==> config.mk <==
export PLATFORM = sky130hd
export DESIGN_NAME = reset_sequencer
export DESIGN_NICKNAME = d
export VERILOG_FILES = /design/src/rtl/reset_sequencer.sv
export SDC_FILE = /design/constraint.sdc
export NUM_CORES = 1
export LEC_CHECK = 0
export ABC_AREA = 1
export BUFFER_PORTS_ARGS = -buffer_cell sky130_fd_sc_hd__buf_2
export CORE_MARGIN = 3
export CORE_UTILIZATION = 55
export DETAILED_ROUTE_END_ITERATION = 16
export PLACE_DENSITY = 0.74
export SYNTH_ARGS = -nofsm -noshare
export SYNTH_HDL_FRONTEND = slang
export SYNTH_SLANG_ARGS = --single-unit
==> constraint.sdc <==
create_clock -name clk -period 2.6 [get_ports clk]
set_clock_uncertainty 0.2 [all_clocks]
set_input_delay 0.13 -clock clk [delete_from_list [all_inputs] [get_ports clk]]
set_output_delay 0.13 -clock clk [all_outputs]
set_load 0.01 [all_outputs]
==> src/rtl/reset_sequencer.sv <==
`default_nettype none
// ============================================================================
// Module : reset_sequencer
// Holds all downstream resets until the PLL has been locked long enough, then
// releases them one channel at a time. Re-enters reset on lock loss, a
// debounced button press or a software request, and records the cause.
// Rev    : 1.0
// ============================================================================
module reset_sequencer #(
   parameter int CHANNELS        = 4,
   parameter int HOLD_CYCLES     = 32,
   parameter int STAGE_GAP       = 16,
   parameter int DEBOUNCE_CYCLES = 1024
) (
   input  logic                clk,
   input  logic                reset_n,
   input  logic                pll_locked,
   input  logic                button_n,
   input  logic                sw_req,
   output logic [CHANNELS-1:0] rst_out,
   output logic                done,
   output logic [1:0]          cause,
   output logic [7:0]          reset_count
);

   localparam int MAX_HG  = (HOLD_CYCLES > STAGE_GAP) ? HOLD_CYCLES : STAGE_GAP;
   localparam int MAX_CNT = (MAX_HG > DEBOUNCE_CYCLES) ? MAX_HG : DEBOUNCE_CYCLES;
   localparam int CW      = $clog2(MAX_CNT + 1);
   localparam int SW      = $clog2(CHANNELS + 1);

   localparam logic [CW-1:0] HOLD_MAX  = CW'(HOLD_CYCLES);
   localparam logic [CW-1:0] GAP_MAX   = CW'(STAGE_GAP);
   localparam logic [CW-1:0] DEB_MAX   = CW'(DEBOUNCE_CYCLES);
   localparam logic [SW-1:0] LAST_STG  = SW'(CHANNELS - 1);

   localparam logic [1:0] CAUSE_POR  = 2'b00;
   localparam logic [1:0] CAUSE_LOCK = 2'b01;
   localparam logic [1:0] CAUSE_BTN  = 2'b10;
   localparam logic [1:0] CAUSE_SW   = 2'b11;

   typedef enum logic [1:0] {
      S_HOLD    = 2'd0,
      S_RELEASE = 2'd1,
      S_RUN     = 2'd2
   } state_t;

   state_t                state_q, state_d;
   logic [CW-1:0]         cnt_q, cnt_d;
   logic [SW-1:0]         stage_q, stage_d;
   logic [CHANNELS-1:0]   rst_q, rst_d;
   logic                  done_q, done_d;
   logic [1:0]            cause_q, cause_d;
   logic [7:0]            count_q, count_d;

   logic                  lock_meta_q, lock_meta_d;
   logic                  lock_s_q, lock_s_d;
   logic                  btn_meta_q, btn_meta_d;
   logic                  btn_s_q, btn_s_d;
   logic [CW-1:0]         deb_cnt_q, deb_cnt_d;
   logic                  btn_db_q, btn_db_d;
   logic                  btn_db_dly_q, btn_db_dly_d;

   logic                  lock_event;
   logic                  btn_event;
   logic                  any_event;
   logic [CW-1:0]         cnt_inc;

   // Input conditioning: two-flop synchronisers and button debounce
   always_comb begin
      lock_meta_d  = pll_locked;
      lock_s_d     = lock_meta_q;
      btn_meta_d   = button_n;
      btn_s_d      = btn_meta_q;
      btn_db_dly_d = btn_db_q;
      deb_cnt_d    = deb_cnt_q;
      btn_db_d     = btn_db_q;
      if (btn_s_q) begin
         deb_cnt_d = '0;
         btn_db_d  = 1'b0;
      end else if (deb_cnt_q != DEB_MAX) begin
         deb_cnt_d = deb_cnt_q + CW'(1);
         if (deb_cnt_q + CW'(1) == DEB_MAX) begin
            btn_db_d = 1'b1;
         end
      end
   end

   assign lock_event = (state_q != S_HOLD) && !lock_s_q;
   assign btn_event  = btn_db_q && !btn_db_dly_q;
   assign any_event  = lock_event || btn_event || sw_req;
   assign cnt_inc    = cnt_q + CW'(1);

   always_comb begin
      state_d = state_q;
      cnt_d   = cnt_q;
      stage_d = stage_q;
      rst_d   = rst_q;
      done_d  = done_q;
      cause_d = cause_q;
      count_d = count_q;

      if (any_event) begin
         state_d = S_HOLD;
         cnt_d   = '0;
         stage_d = '0;
         rst_d   = '1;
         done_d  = 1'b0;
         if (lock_event) begin
            cause_d = CAUSE_LOCK;
         end else if (btn_event) begin
            cause_d = CAUSE_BTN;
         end else begin
            cause_d = CAUSE_SW;
         end
         // Coincident events count once; the counter sticks at 255
         if (count_q != 8'hFF) begin
            count_d = count_q + 8'd1;
         end
      end else begin
         case (state_q)
            S_HOLD: begin
               rst_d = '1;
               if (lock_s_q && !btn_db_q) begin
                  if (cnt_inc == HOLD_MAX) begin
                     cnt_d   = '0;
                     rst_d   = rst_q << 1;
                     stage_d = SW'(1);
                     if (CHANNELS == 1) begin
                        state_d = S_RUN;
                        done_d  = 1'b1;
                     end else begin
                        state_d = S_RELEASE;
                     end
                  end else begin
                     cnt_d = cnt_inc;
                  end
               end else begin
                  cnt_d = '0;
               end
            end
            S_RELEASE: begin
               if (cnt_inc == GAP_MAX) begin
                  cnt_d = '0;
                  rst_d = rst_q << 1;
                  if (stage_q == LAST_STG) begin
                     state_d = S_RUN;
                     done_d  = 1'b1;
                  end else begin
                     stage_d = stage_q + SW'(1);
                  end
               end else begin
                  cnt_d = cnt_inc;
               end
            end
            S_RUN: begin
               rst_d = '0;
               cnt_d = '0;
            end
            default: begin
               state_d = S_HOLD;
               cnt_d   = '0;
               stage_d = '0;
               rst_d   = '1;
               done_d  = 1'b0;
            end
         endcase
      end
   end

   always_ff @(posedge clk or negedge reset_n) begin
      if (!reset_n) begin
         state_q      <= S_HOLD;
         cnt_q        <= '0;
         stage_q      <= '0;
         rst_q        <= '1;
         done_q       <= 1'b0;
         cause_q      <= CAUSE_POR;
         count_q      <= 8'd0;
         lock_meta_q  <= 1'b0;
         lock_s_q     <= 1'b0;
         btn_meta_q   <= 1'b1;
         btn_s_q      <= 1'b1;
         deb_cnt_q    <= '0;
         btn_db_q     <= 1'b0;
         btn_db_dly_q <= 1'b0;
      end else begin
         state_q      <= state_d;
         cnt_q        <= cnt_d;
         stage_q      <= stage_d;
         rst_q        <= rst_d;
         done_q       <= done_d;
         cause_q      <= cause_d;
         count_q      <= count_d;
         lock_meta_q  <= lock_meta_d;
         lock_s_q     <= lock_s_d;
         btn_meta_q   <= btn_meta_d;
         btn_s_q      <= btn_s_d;
         deb_cnt_q    <= deb_cnt_d;
         btn_db_q     <= btn_db_d;
         btn_db_dly_q <= btn_db_dly_d;
      end
   end

   assign rst_out     = rst_q;
   assign done        = done_q;
   assign cause       = cause_q;
   assign reset_count = count_q;

endmodule
`default_nettype wire

== Word level (Yosys, flattened, before mapping) ==
Cells that the tools add are included.

* Equality and inequality tests: 15
* Reductions and logical operators: 18
* Mux-type cells: 33
* Add/subtract/negate cells: 4

{| class="wikitable"
|+ Operators by type and width
! kind !! count
|-
| $mux W11 || 6
|-
| $add A11 B1 Y11 const B || 2
|-
| $pmux W11 S2 || 1
|-
| $mux W4 || 4
|-
| $mux W3 || 5
|-
| $ne A3 B3 Y1 const B || 5
|-
| $mux W2 || 6
|-
| $pmux W4 S3 || 1
|-
| $eq A11 B11 Y1 const B || 1
|-
| $eq A11 B5 Y1 const B || 1
|-
| $eq A11 B6 Y1 const B || 1
|-
| $ne A11 B11 Y1 const B || 1
|-
| $reduce_and A5 Y1 || 2
|-
| $pmux W3 S3 || 1
|-
| $add A8 B1 Y8 const B || 1
|-
| $ne A8 B8 Y1 const B || 1
|-
| $mux W1 || 7
|-
| $pmux W2 S3 || 1
|-
| $reduce_bool A2 Y1 || 3
|-
| $reduce_and A2 Y1 || 2
|-
| $add A3 B1 Y3 const B || 1
|-
| $eq A3 B2 Y1 const B || 1
|-
| $logic_and A1 B1 Y1 || 3
|-
| $logic_not A1 Y1 || 3
|-
| other kinds (9) || 10
|}

* Word-level logic and storage cells: 84
* Register bits: 48
* Output and inout bits: 15

== Depth between registers and ports, before layout ==
Gate-level depths: netlist (run 1).

* Depth in word-level cells: 6
* Gate-level depth with buffers: 15

== Worst setup path before layout (run 1) ==
Ideal clock, no wire load.

* Path type: register -> register
* Start point: register state_q[0]
* End point: register stage_q[0]
* Stages on the path, launching flop included: 16
* Library setup time: 0.117 ns
* Path slack: 0.498 ns
* Data arrival time: 1.785 ns
* Required time: 2.283 ns
* Period minus slack after synthesis: 2.102 ns
* Cells stage by stage: dfrtp_1 -> inv_1 -> ha_1 -> buf_6 -> nor2_1 -> nor2_1 -> nand2_2 -> inv_2 -> nand2_4 -> inv_2 -> nand2_1 -> o21ai_0 -> nor2_2 -> nand3_1 -> nand2_1 -> nand2_1

* Cells in the longest elaborated chain, start to end: 6

{| class="wikitable"
|+ RTL lines
! item !! line !! text
|-
| from (decl) || 47 || <nowiki>state_t state_q, state_d;</nowiki>
|-
| from (signal assigned) || 187 || <nowiki>state_q <= state_d;</nowiki>
|-
| $reduce_bool A2 Y1 || 88 || <nowiki>assign lock_event = (state_q != S_HOLD) && !lock_s_q;</nowiki>
|-
| $logic_and A1 B1 Y1 || 88 ||
|-
| $logic_or A1 B1 Y1 (2 in a row) || 90 || <nowiki>assign any_event = lock_event || btn_event || sw_req;</nowiki>
|-
| $ne A3 B3 Y1 (no line) / $ne A2 B2 Y1 (equally long branches) || - ||
|-
| $reduce_and A5 Y1 (no line) || - ||
|-
| to (signal assigned) || 189 || <nowiki>stage_q <= stage_d;</nowiki>
|-
| to (decl) || 49 || <nowiki>logic [SW-1:0] stage_q, stage_d;</nowiki>
|}

Parallel ways exist; a longest one is shown, timed or not.
A chain may end at the register's enable or synchronous reset.

== Worst setup path after layout (run 1) ==
* Start point: register state_q[0]
* End point: register stage_q[1]

The elaborated chain is that of the path after synthesis.

==> impl_metrics.tcl, run 1 <==
set metrics [dict create \
    critical-path-slowest-cell "dfrtp_1" \
    synth_enable_flop_cells 0 \
    grt_first_pass_wirelength_mm 8.549 \
    critical_path.max_fanout 9 \
    drt_iter0_markers 95 \
    dominantRegCellSynth "dfrtp_1" \
    synth_largest_area_cell "dfrtp_1" \
    critical_path.n_buffers_inverters 3 \
    fin_setup_tns_ns 0 \
    area_growth_pct 10.03 \
    power_density_mw_per_mm2 526.1 \
    clock_buffers_created_by_tritoncts 5 \
    layout-drive-gt1-share 0.1685 \
    cp_data_required_time_ns 2.59 \
    synth.top_cells.by_count "nand2_1 (81), dfrtp_1 (42), inv_1 (40)" \
    grt_setup_unrepaired "false" \
    clock.fmax_ghz 0.4354 \
    peakVddDrop_uv 515.7 \
    crit_path_start_kind "flip-flop" \
    r2r_setup_slack_ns 0.30 \
    clock_insertion_delay_worst_skew_ns 0.30 \
    finalWorstPathRequiredPeriod_ns 2.297 \
    synthesis.nets 342 \
    dp_cells 396 \
    power_leakage_nw 1.374 \
    dp_slack_ns 0.2618 \
    r2r_start "state_q[0]$_DFFE_PN0P_" \
    top_level_ports 20 \
    layoutNonFillerInstCount 408 \
    worst-r2r-cell-count 14 \
    clkTransAtPathRegs_ns 0.09 \
    via_count 2152 \
    clockRootBuffer "clkbuf_8" \
    design.core.area_mm2 0.004474 \
    chipWidth_um 75.17 \
    final_core_utilization 0.6471 \
    hold_viol_final 0 \
    htree_num_levels 2 \
    gr-usage-all-layers 0.1954 \
    ys_seq_area_frac 0.4593 \
    post_synth_instance_area_mm2 0.002631 \
    die_area_mm2 0.005650 \
    hold_class "flip-flop to flip-flop" \
    initial_core_utilization 0.5881 \
    hold_path_end "lock_s_q$_DFF_PN0_" \
    relSlewSlack 0.3458 \
    cpMostUsedCell "nand2_1" \
    setup.worst_path.class "flip-flop to flip-flop" \
    setup_slack_ns 0.3034 \
    core.rowCount 24 \
    period_share 0.8833 \
    power_mw 1.523 \
    run_status "finished clean" \
    worst_hold_slack_ns 0.1535 \
    pin_count_of_the_biggest_net_entering_global_routing 47 \
    critical_path.cell_chain "inv_1 > ha_2 > nor2_1 > nor2_1 > nand2_2 > inv_2 > nand2_4 > inv_2 > nand2_1 > o21ai_0 > nor2_2 > nand3_1 > nand2_1 > nand2_1" \
    stdcell_area_mm2 0.002895 \
    port_buffers 19 \
    yosys.cell_count.top_type "nand2_1" \
    postRouteAntennaNets 0 \
    antenna-diode-count 0 \
    yosys.area.top_type_share 0.3994 \
    drv_cap 0 \
    critPathTopFamily "simple AND/OR/NAND/NOR gates" \
    slew_violations 0 \
    dpl-instance-area_mm2 0.002771 \
    timing.hold.worst.start "lock_meta_q$_DFF_PN0_" \
    detail_route.first_pass.iterations 5 \
    cp.arrival_ns 2.29 \
    detail_route.vias_per_cell 5.275 \
    max-clock-path-buffers 2 \
    critPathCaptureType "flip-flop" \
    drcViolationCount 0 \
    actual_transition_at_the_worst_max_transition_pin_ns 0.9813 \
    cts_tree "built" \
    drt-total-wl_mm 4.955 \
    asyncSetResetFlopFracSynth 1.000 \
    finish.net_count 371 \
    n_fill_cell 397 \
    max_stage_delay_ns 0.42 \
    overflow 0 \
    grt_antenna_before_repair 0 \
    rr_endpoint "stage_q[1]$_DFFE_PN0P_" \
    synth.area.top_cells "dfrtp_1 (40%), nand2_1 (12%), dfstp_2 (6.0%), inv_1 (5.7%), nor2_1 (5.3%)" \
    synth.yosys.warnings 0 \
    postSynthCellCount 326 \
    routabilityCongestion 0.8328 \
    cts_setup_buffers 0 \
    first_global_vias 2024 \
    syn_area_per_cell_um2 8.071 \
    numClockSinks 48 \
    report.final.setup_viol 0 \
    yosysUniqueCellTypes 29 \
    synth-seq-cells 48 \
    post-dp-hpwl_mm 3.719 \
    hold-path-cell-count 0 \
    die_h_um 75.17 \
    detail_route.wl_per_cell_um 12.14 \
]
## final cells by class
class / count / area, µm² / area share
clock buffer: 7 / 76.32 / 0.02636
multi-input combinational: 233 / 1232 / 0.4257
clock inverter: 1 / 5.005 / 0.001729
tap: 52 / 65.06 / 0.02247
timing repair buffer: 25 / 150.1 / 0.05186
inverter: 42 / 157.7 / 0.05445
sequential: 48 / 1209 / 0.4175
## cell families after synthesis
logic type      count (synthesis)  synth area share
simple gates                  182            0.3210
flops                          48            0.4593
buf+inv                        45           0.07323
compound gates                 29           0.05754
xor+xnor                       11           0.03661
fa+ha+maj                      11           0.05231
## state kept, by name, indices dropped and copies added, names as in the netlist
| name | count |
|---|---|
| btn_db_dly_d | 1 |
| deb_cnt_q | 11 |
| cause | 2 |
| btn_meta_q | 1 |
| btn_s_q | 1 |
| stage_q | 3 |
| rst_out | 4 |
| done | 1 |
| btn_db_dly_q | 1 |
| lock_s_q | 1 |
| cnt_q | 11 |
| state_q | 2 |
| lock_meta_q | 1 |
| reset_count | 8 |
## per-layer routing
metal	wire, µm	vias to the layer above	GRT usage
met2	2382	40	0.3404
met3	202	5	0.04272
met5	0	-	0
met1	2321	1013	0.2481
li1	-	1094	-
met4	48	0	0.04660
## layout by cell type, fill, tap and decap left out, types with 2 or more instances in the layout
| cell type | netlist | final |
|---|---|---|
| a21oi_1 | 14 | 14 |
| a31oi_1 | 2 | 2 |
| buf_2 | 0 | 19 |
| buf_4 | 0 | 2 |
| clkbuf_1 | 1 | 2 |
| clkbuf_8 | 0 | 5 |
| dfrtp_1 | 42 | 42 |
| dfstp_2 | 6 | 6 |
| dlygate4sd3_1 | 0 | 4 |
| ha_1 | 11 | 10 |
| inv_1 | 40 | 40 |
| inv_2 | 2 | 2 |
| nand2_1 | 81 | 81 |
| nand2_2 | 7 | 7 |
| nand2_4 | 3 | 3 |
| nand3_1 | 20 | 20 |
| nand3_2 | 3 | 3 |
| nand4_1 | 10 | 10 |
| nor2_1 | 37 | 37 |
| nor2_2 | 10 | 10 |
| nor3_1 | 6 | 6 |
| o21ai_0 | 11 | 11 |
| xnor2_1 | 6 | 6 |
| xor2_1 | 5 | 5 |
## what timing repair did
action / 4_1_cts / 5_1_grt
setup endpoints to repair: 0 / 3
hold buffers: 4 / 0
endpoints found under the hold margin: 45 / 0
gates resized for setup: 0 / 1
## how the worst max path moves through the flow
stage | start | to | slack, ns | cells past startpoint
4_1_cts | state_q[0]$_DFFE_PN0P_ | stage_q[1]$_DFFE_PN0P_ | 0.26 | 14
3_5_place_dp | state_q[0]$_DFFE_PN0P_ | stage_q[1]$_DFFE_PN0P_ | 0.26 | 14
2_1_floorplan | state_q[0]$_DFFE_PN0P_ | stage_q[0]$_DFFE_PN0P_ | 0.50 | 15
3_3_place_gp | state_q[0]$_DFFE_PN0P_ | stage_q[1]$_DFFE_PN0P_ | 0.39 | 14
6_report | state_q[0]$_DFFE_PN0P_ | stage_q[1]$_DFFE_PN0P_ | 0.30 | 14
5_1_grt | state_q[0]$_DFFE_PN0P_ | stage_q[1]$_DFFE_PN0P_ | 0.06 | 14
## where the power goes
group          switching [mW]  internal (mW)  total [mW]  leakage (nW)
registers              0.0707          0.805       0.875         0.619
clock network           0.236          0.189       0.425        0.0422
logic                   0.126         0.0972       0.223         0.713
total                   0.432           1.09        1.52          1.37
(Power assumes the default switching activity.)
==> inputs of run 2 (changes only) <==
RECOVER_POWER = 100   (was default)
SKIP_LAST_GASP = 1   (was default)
==> run 2 against run 1 <==
Sequential share of layout area grew 0.46 points; worst setup slack gained 0.013 ns; global-route usage unchanged; power fell by 1.1%; first-iteration DRC count up 16%; die area is the same; count of clock-buffer cells in the layout stayed put; largest cell class unchanged.
==> impl_metrics.tcl, run 2 (synthesis gave the netlist of run 1 again) <==
set metrics [dict create \
    via_count 2129 \
    power_leakage_nw 1.326 \
    design.core.area_mm2 0.004474 \
    relSlewSlack 0.2677 \
    hold_class "flip-flop to flip-flop" \
    dp_cells 396 \
    critical-path-slowest-cell "dfrtp_1" \
    port_buffers 19 \
    drcViolationCount 0 \
    drv_cap 0 \
    cts_setup_buffers 0 \
    cpMostUsedCell "nand2_1" \
    initial_core_utilization 0.5881 \
    detail_route.vias_per_cell 5.218 \
    die_area_mm2 0.005650 \
    finish.net_count 371 \
    clockRootBuffer "clkbuf_8" \
    detail_route.first_pass.iterations 4 \
    clock.fmax_ghz 0.4379 \
    overflow 0 \
    grt_first_pass_wirelength_mm 8.549 \
    chipWidth_um 75.17 \
    max-clock-path-buffers 2 \
    power_mw 1.507 \
    layoutNonFillerInstCount 408 \
    numClockSinks 48 \
    critical_path.cell_chain "inv_1 > ha_2 > nor2_1 > nor2_1 > nand2_2 > inv_2 > nand2_4 > inv_2 > nand2_1 > o21ai_0 > nor2_2 > nand3_1 > nand2_1 > nand2_1" \
    layout-drive-gt1-share 0.1096 \
    dp_slack_ns 0.2618 \
    cp_data_required_time_ns 2.60 \
    hold_viol_final 0 \
    critPathCaptureType "flip-flop" \
    area_growth_pct 8.845 \
    report.final.setup_viol 0 \
    grt_setup_unrepaired "false" \
    clock_insertion_delay_worst_skew_ns 0.30 \
    clkTransAtPathRegs_ns 0.09 \
    slew_violations 0 \
    detail_route.wl_per_cell_um 12.13 \
    postRouteAntennaNets 0 \
    die_h_um 75.17 \
    power_density_mw_per_mm2 526.1 \
    drt-total-wl_mm 4.950 \
    setup.worst_path.class "flip-flop to flip-flop" \
    actual_transition_at_the_worst_max_transition_pin_ns 1.098 \
    first_global_vias 2024 \
    fin_setup_tns_ns 0 \
    n_fill_cell 411 \
    core.rowCount 24 \
    gr-usage-all-layers 0.1954 \
    top_level_ports 20 \
    htree_num_levels 2 \
    period_share 0.8783 \
    finalWorstPathRequiredPeriod_ns 2.284 \
    crit_path_start_kind "flip-flop" \
    run_status "finished clean" \
    post-dp-hpwl_mm 3.719 \
    critPathTopFamily "simple AND/OR/NAND/NOR gates" \
    layout_commonest_cell "nand2_1" \
    pin_count_of_the_biggest_net_entering_global_routing 47 \
    routabilityCongestion 0.8328 \
    drt_iter0_markers 110 \
    clock_buffers_created_by_tritoncts 5 \
    setup_slack_ns 0.3165 \
    most_frequent_cells_in_the_layout "nand2_1 (84), dfrtp_1 (42), inv_1 (40)" \
    critical_path.n_buffers_inverters 3 \
    max_stage_delay_ns 0.42 \
    peakVddDrop_uv 509.1 \
    cts_tree "built" \
    antenna-diode-count 0 \
    critical_path.max_fanout 9 \
    grt_antenna_before_repair 0 \
    cp.arrival_ns 2.28 \
]
[run 2: path summary, 6_finish.rpt]
path,depth (start not counted),slack (ns),startpoint,to
min,0,0.15,lock_meta_q$_DFF_PN0_,lock_s_q$_DFF_PN0_
min reg2reg,0,0.15,lock_meta_q$_DFF_PN0_,lock_s_q$_DFF_PN0_
min in group asynchronous,2,0.38,reset_n,cnt_q[10]$_DFF_PN0_
max reg2reg,14,0.32,state_q[0]$_DFFE_PN0P_,stage_q[1]$_DFFE_PN0P_
max in group asynchronous,3,1.12,reset_n,btn_meta_q$_DFF_PN1_
max,14,0.32,state_q[0]$_DFFE_PN0P_,stage_q[1]$_DFFE_PN0P_
[run 2: final cells by class]
type / count / area (µm²) / share of cell area
tap: 52 / 65.06 / 0.02272
inverter: 42 / 157.7 / 0.05505
clock inverter: 1 / 5.005 / 0.001747
timing repair buffer: 25 / 128.9 / 0.04500
sequential: 48 / 1209 / 0.4220
multi-input combinational: 233 / 1222 / 0.4268
clock buffer: 7 / 76.32 / 0.02665
[run 2: repair_timing]
item,in CTS,in global routing
gates resized for setup,0,1
hold endpoints to repair,45,0
hold buffers,4,0
endpoints found under the setup margin,0,3
[run 2: through the flow]
step / hold WS [ns] / instance area [µm²] / utilization
6_report: 0.1534 / 2864 / 0.6401
3_5_place_dp: 0.03687 / 2771 / 0.6194
4_1_cts: 0.1548 / 2893 / 0.6465
2_1_floorplan: -0.3656 / 2631 / -
5_1_grt: 0.1579 / 2864 / 0.6401
3_3_place_gp: 0.03550 / 2771 / 0.6194
[run 2: worst register-to-register path, cell delays in order, from the launching register on]
cell     delay [ns]
dfrtp_1        0.42
inv_1          0.09
ha_2           0.24
nor2_1         0.15
nor2_1         0.07
nand2_2        0.15
inv_2          0.09
nand2_4        0.08
inv_2          0.09
nand2_1        0.07
o21ai_0        0.10
nor2_2         0.16
nand3_1        0.15
nand2_1        0.09
nand2_1        0.05
[run 2: per-layer routing]
layer	share of wire	routed length, µm	global-route usage
met1	0.47	2349	0.2481
met2	0.47	2344	0.3404
met3	0.042	208	0.04272
met4	0.0097	48	0.04660
met5	0	0	0
[run 2: report_power, final]
part / switching, mW / total, mW / internal (mW)
clock network: 0.233 / 0.422 / 0.189
registers: 0.0725 / 0.877 / 0.804
logic: 0.124 / 0.208 / 0.0836
total: 0.430 / 1.51 / 1.08
==> inputs of run 3 (changes only) <==
MAX_ROUTING_LAYER = met4   (was default)
==> run 3 against run 2 <==
Clock power about the same; power down 0.14%; final area unchanged; count of clock-buffer cells in the layout unchanged; flip-flop and latch count unchanged; non-clock buffer count unchanged.
==> impl_metrics.tcl, run 3 (synthesis gave the netlist of run 1 again) <==
set metrics [dict create \
    drcViolationCount 0 \
    hold_viol_final 0 \
    clock_buffers_created_by_tritoncts 5 \
    drt_iter0_markers 110 \
    layoutNonFillerInstCount 408 \
    cpMostUsedCell "nand2_1" \
    first_global_vias 2019 \
    most_frequent_cells_in_the_layout "nand2_1 (84), dfrtp_1 (42), inv_1 (40)" \
    relSlewSlack 0.2676 \
    report.final.setup_viol 0 \
    n_fill_cell 411 \
    p_sw_frac 0.2844 \
    clock.fmax_ghz 0.4376 \
    overflow 0 \
    critical_path.cell_chain "inv_1 > ha_2 > nor2_1 > nor2_1 > nand2_2 > inv_2 > nand2_4 > inv_2 > nand2_1 > o21ai_0 > nor2_2 > nand3_1 > nand2_1 > nand2_1" \
    power_mw 1.505 \
    grt_antenna_before_repair 0 \
    crit_path_start_kind "flip-flop" \
    clockRootBuffer "clkbuf_8" \
    cts_setup_buffers 0 \
    hold_class "flip-flop to flip-flop" \
    htree_num_levels 2 \
    max_stage_delay_ns 0.42 \
    r2r_setup_slack_ns 0.31 \
    die_h_um 75.17 \
    max-clock-path-buffers 2 \
    critPathTopFamily "simple AND/OR/NAND/NOR gates" \
    via_count 2120 \
    cts_tree "built" \
    peakVddDrop_uv 505.0 \
    port_buffers 19 \
    cp_data_required_time_ns 2.60 \
    layout-drive-gt1-share 0.1096 \
    run_status "finished clean" \
    numClockSinks 48 \
    power_leakage_nw 1.326 \
    slew_violations 0 \
    initial_core_utilization 0.5881 \
    final_core_utilization 0.6401 \
    power_density_mw_per_mm2 525.4 \
    power_frac_seq 0.582 \
    routabilityCongestion 0.8456 \
    area_growth_pct 8.845 \
    postRouteAntennaNets 0 \
    detail_route.wl_per_cell_um 12.10 \
    grt_first_pass_wirelength_mm 8.549 \
    post-dp-hpwl_mm 3.719 \
    fin_setup_tns_ns 0 \
    comb_power_share 0.138 \
    period_share 0.8790 \
    clock_insertion_delay_worst_skew_ns 0.30 \
    cp.arrival_ns 2.28 \
    chipWidth_um 75.17 \
    critical-path-slowest-cell "dfrtp_1" \
    dp_cells 396 \
    detail_route.first_pass.iterations 4 \
    finish.net_count 371 \
    actual_transition_at_the_worst_max_transition_pin_ns 1.099 \
    setup.worst_path.class "flip-flop to flip-flop" \
    clkPwrFrac 0.280 \
    top_level_ports 20 \
    finalWorstPathRequiredPeriod_ns 2.285 \
    critical_path.n_buffers_inverters 3 \
    power.switching_mw 0.4279 \
    grt_setup_unrepaired "false" \
    drv_cap 0 \
    core.rowCount 24 \
    die_area_mm2 0.005650 \
    detail_route.vias_per_cell 5.196 \
    drt-total-wl_mm 4.935 \
    total_internal_power_mw 1.077 \
    critical_path.max_fanout 9 \
    critPathCaptureType "flip-flop" \
    layout_commonest_cell "nand2_1" \
    design.core.area_mm2 0.004474 \
    antenna-diode-count 0 \
    clkTransAtPathRegs_ns 0.09 \
    gr-usage-all-layers 0.2014 \
    worst_hold_slack_ns 0.1530 \
    pin_count_of_the_biggest_net_entering_global_routing 47 \
]
==> run 3: power groups by stage <==
stage          sequential, mW  combinational [mW]  clock (mW)
4_1_cts                 0.876               0.227       0.437
3_5_place_dp            0.888               0.223           0
5_1_grt                 0.890               0.236       0.461
2_1_floorplan           0.897               0.110           0
6_report                0.876               0.208       0.421
3_3_place_gp            0.888               0.212           0
==> run 3: cell type report <==
type	count	area [µm²]	share of cell area
well taps	52	65.06	0.02272
inverters	42	157.7	0.05505
multi-input cells	233	1222	0.4268
clock buffers	7	76.32	0.02665
repair buffers	25	128.9	0.04500
clock inverters	1	5.005	0.001747
flip-flops and latches	48	1209	0.4220
==> run 3: through the flow <==
stage / setup WS (ns) / cell area [µm²]
after floorplan: 0.4983 / 2631
after global routing: 0.04663 / 2864
after detailed placement: 0.2618 / 2771
after global placement: 0.3853 / 2771
final: 0.3147 / 2864
after CTS: 0.2559 / 2893
==> run 3: timing repair <==
item,CTS,global route
hold buffers,4,0
hold endpoints to repair,45,0
setup endpoints to repair,0,3
gates resized for setup,0,1
==> run 3: path summary, 6_finish.rpt <==
kind	from	end	cells past startpoint
worst min register to register	lock_meta_q$_DFF_PN0_	lock_s_q$_DFF_PN0_	0
worst min-delay path	lock_meta_q$_DFF_PN0_	lock_s_q$_DFF_PN0_	0
min in group asynchronous	reset_n	cnt_q[10]$_DFF_PN0_	2
worst max register to register	state_q[0]$_DFFE_PN0P_	stage_q[1]$_DFFE_PN0P_	14
worst max-delay path	state_q[0]$_DFFE_PN0P_	stage_q[1]$_DFFE_PN0P_	14
max in group asynchronous	reset_n	btn_meta_q$_DFF_PN1_	3
==> run 3: per-layer routing <==
metal	track usage	vias up	share of wire
met3	0.04005	5	0.041
met2	0.3404	36	0.48
met4	0.04660	0	0.0097
met5	-	-	0
met1	0.2498	984	0.47
li1	-	1095	-
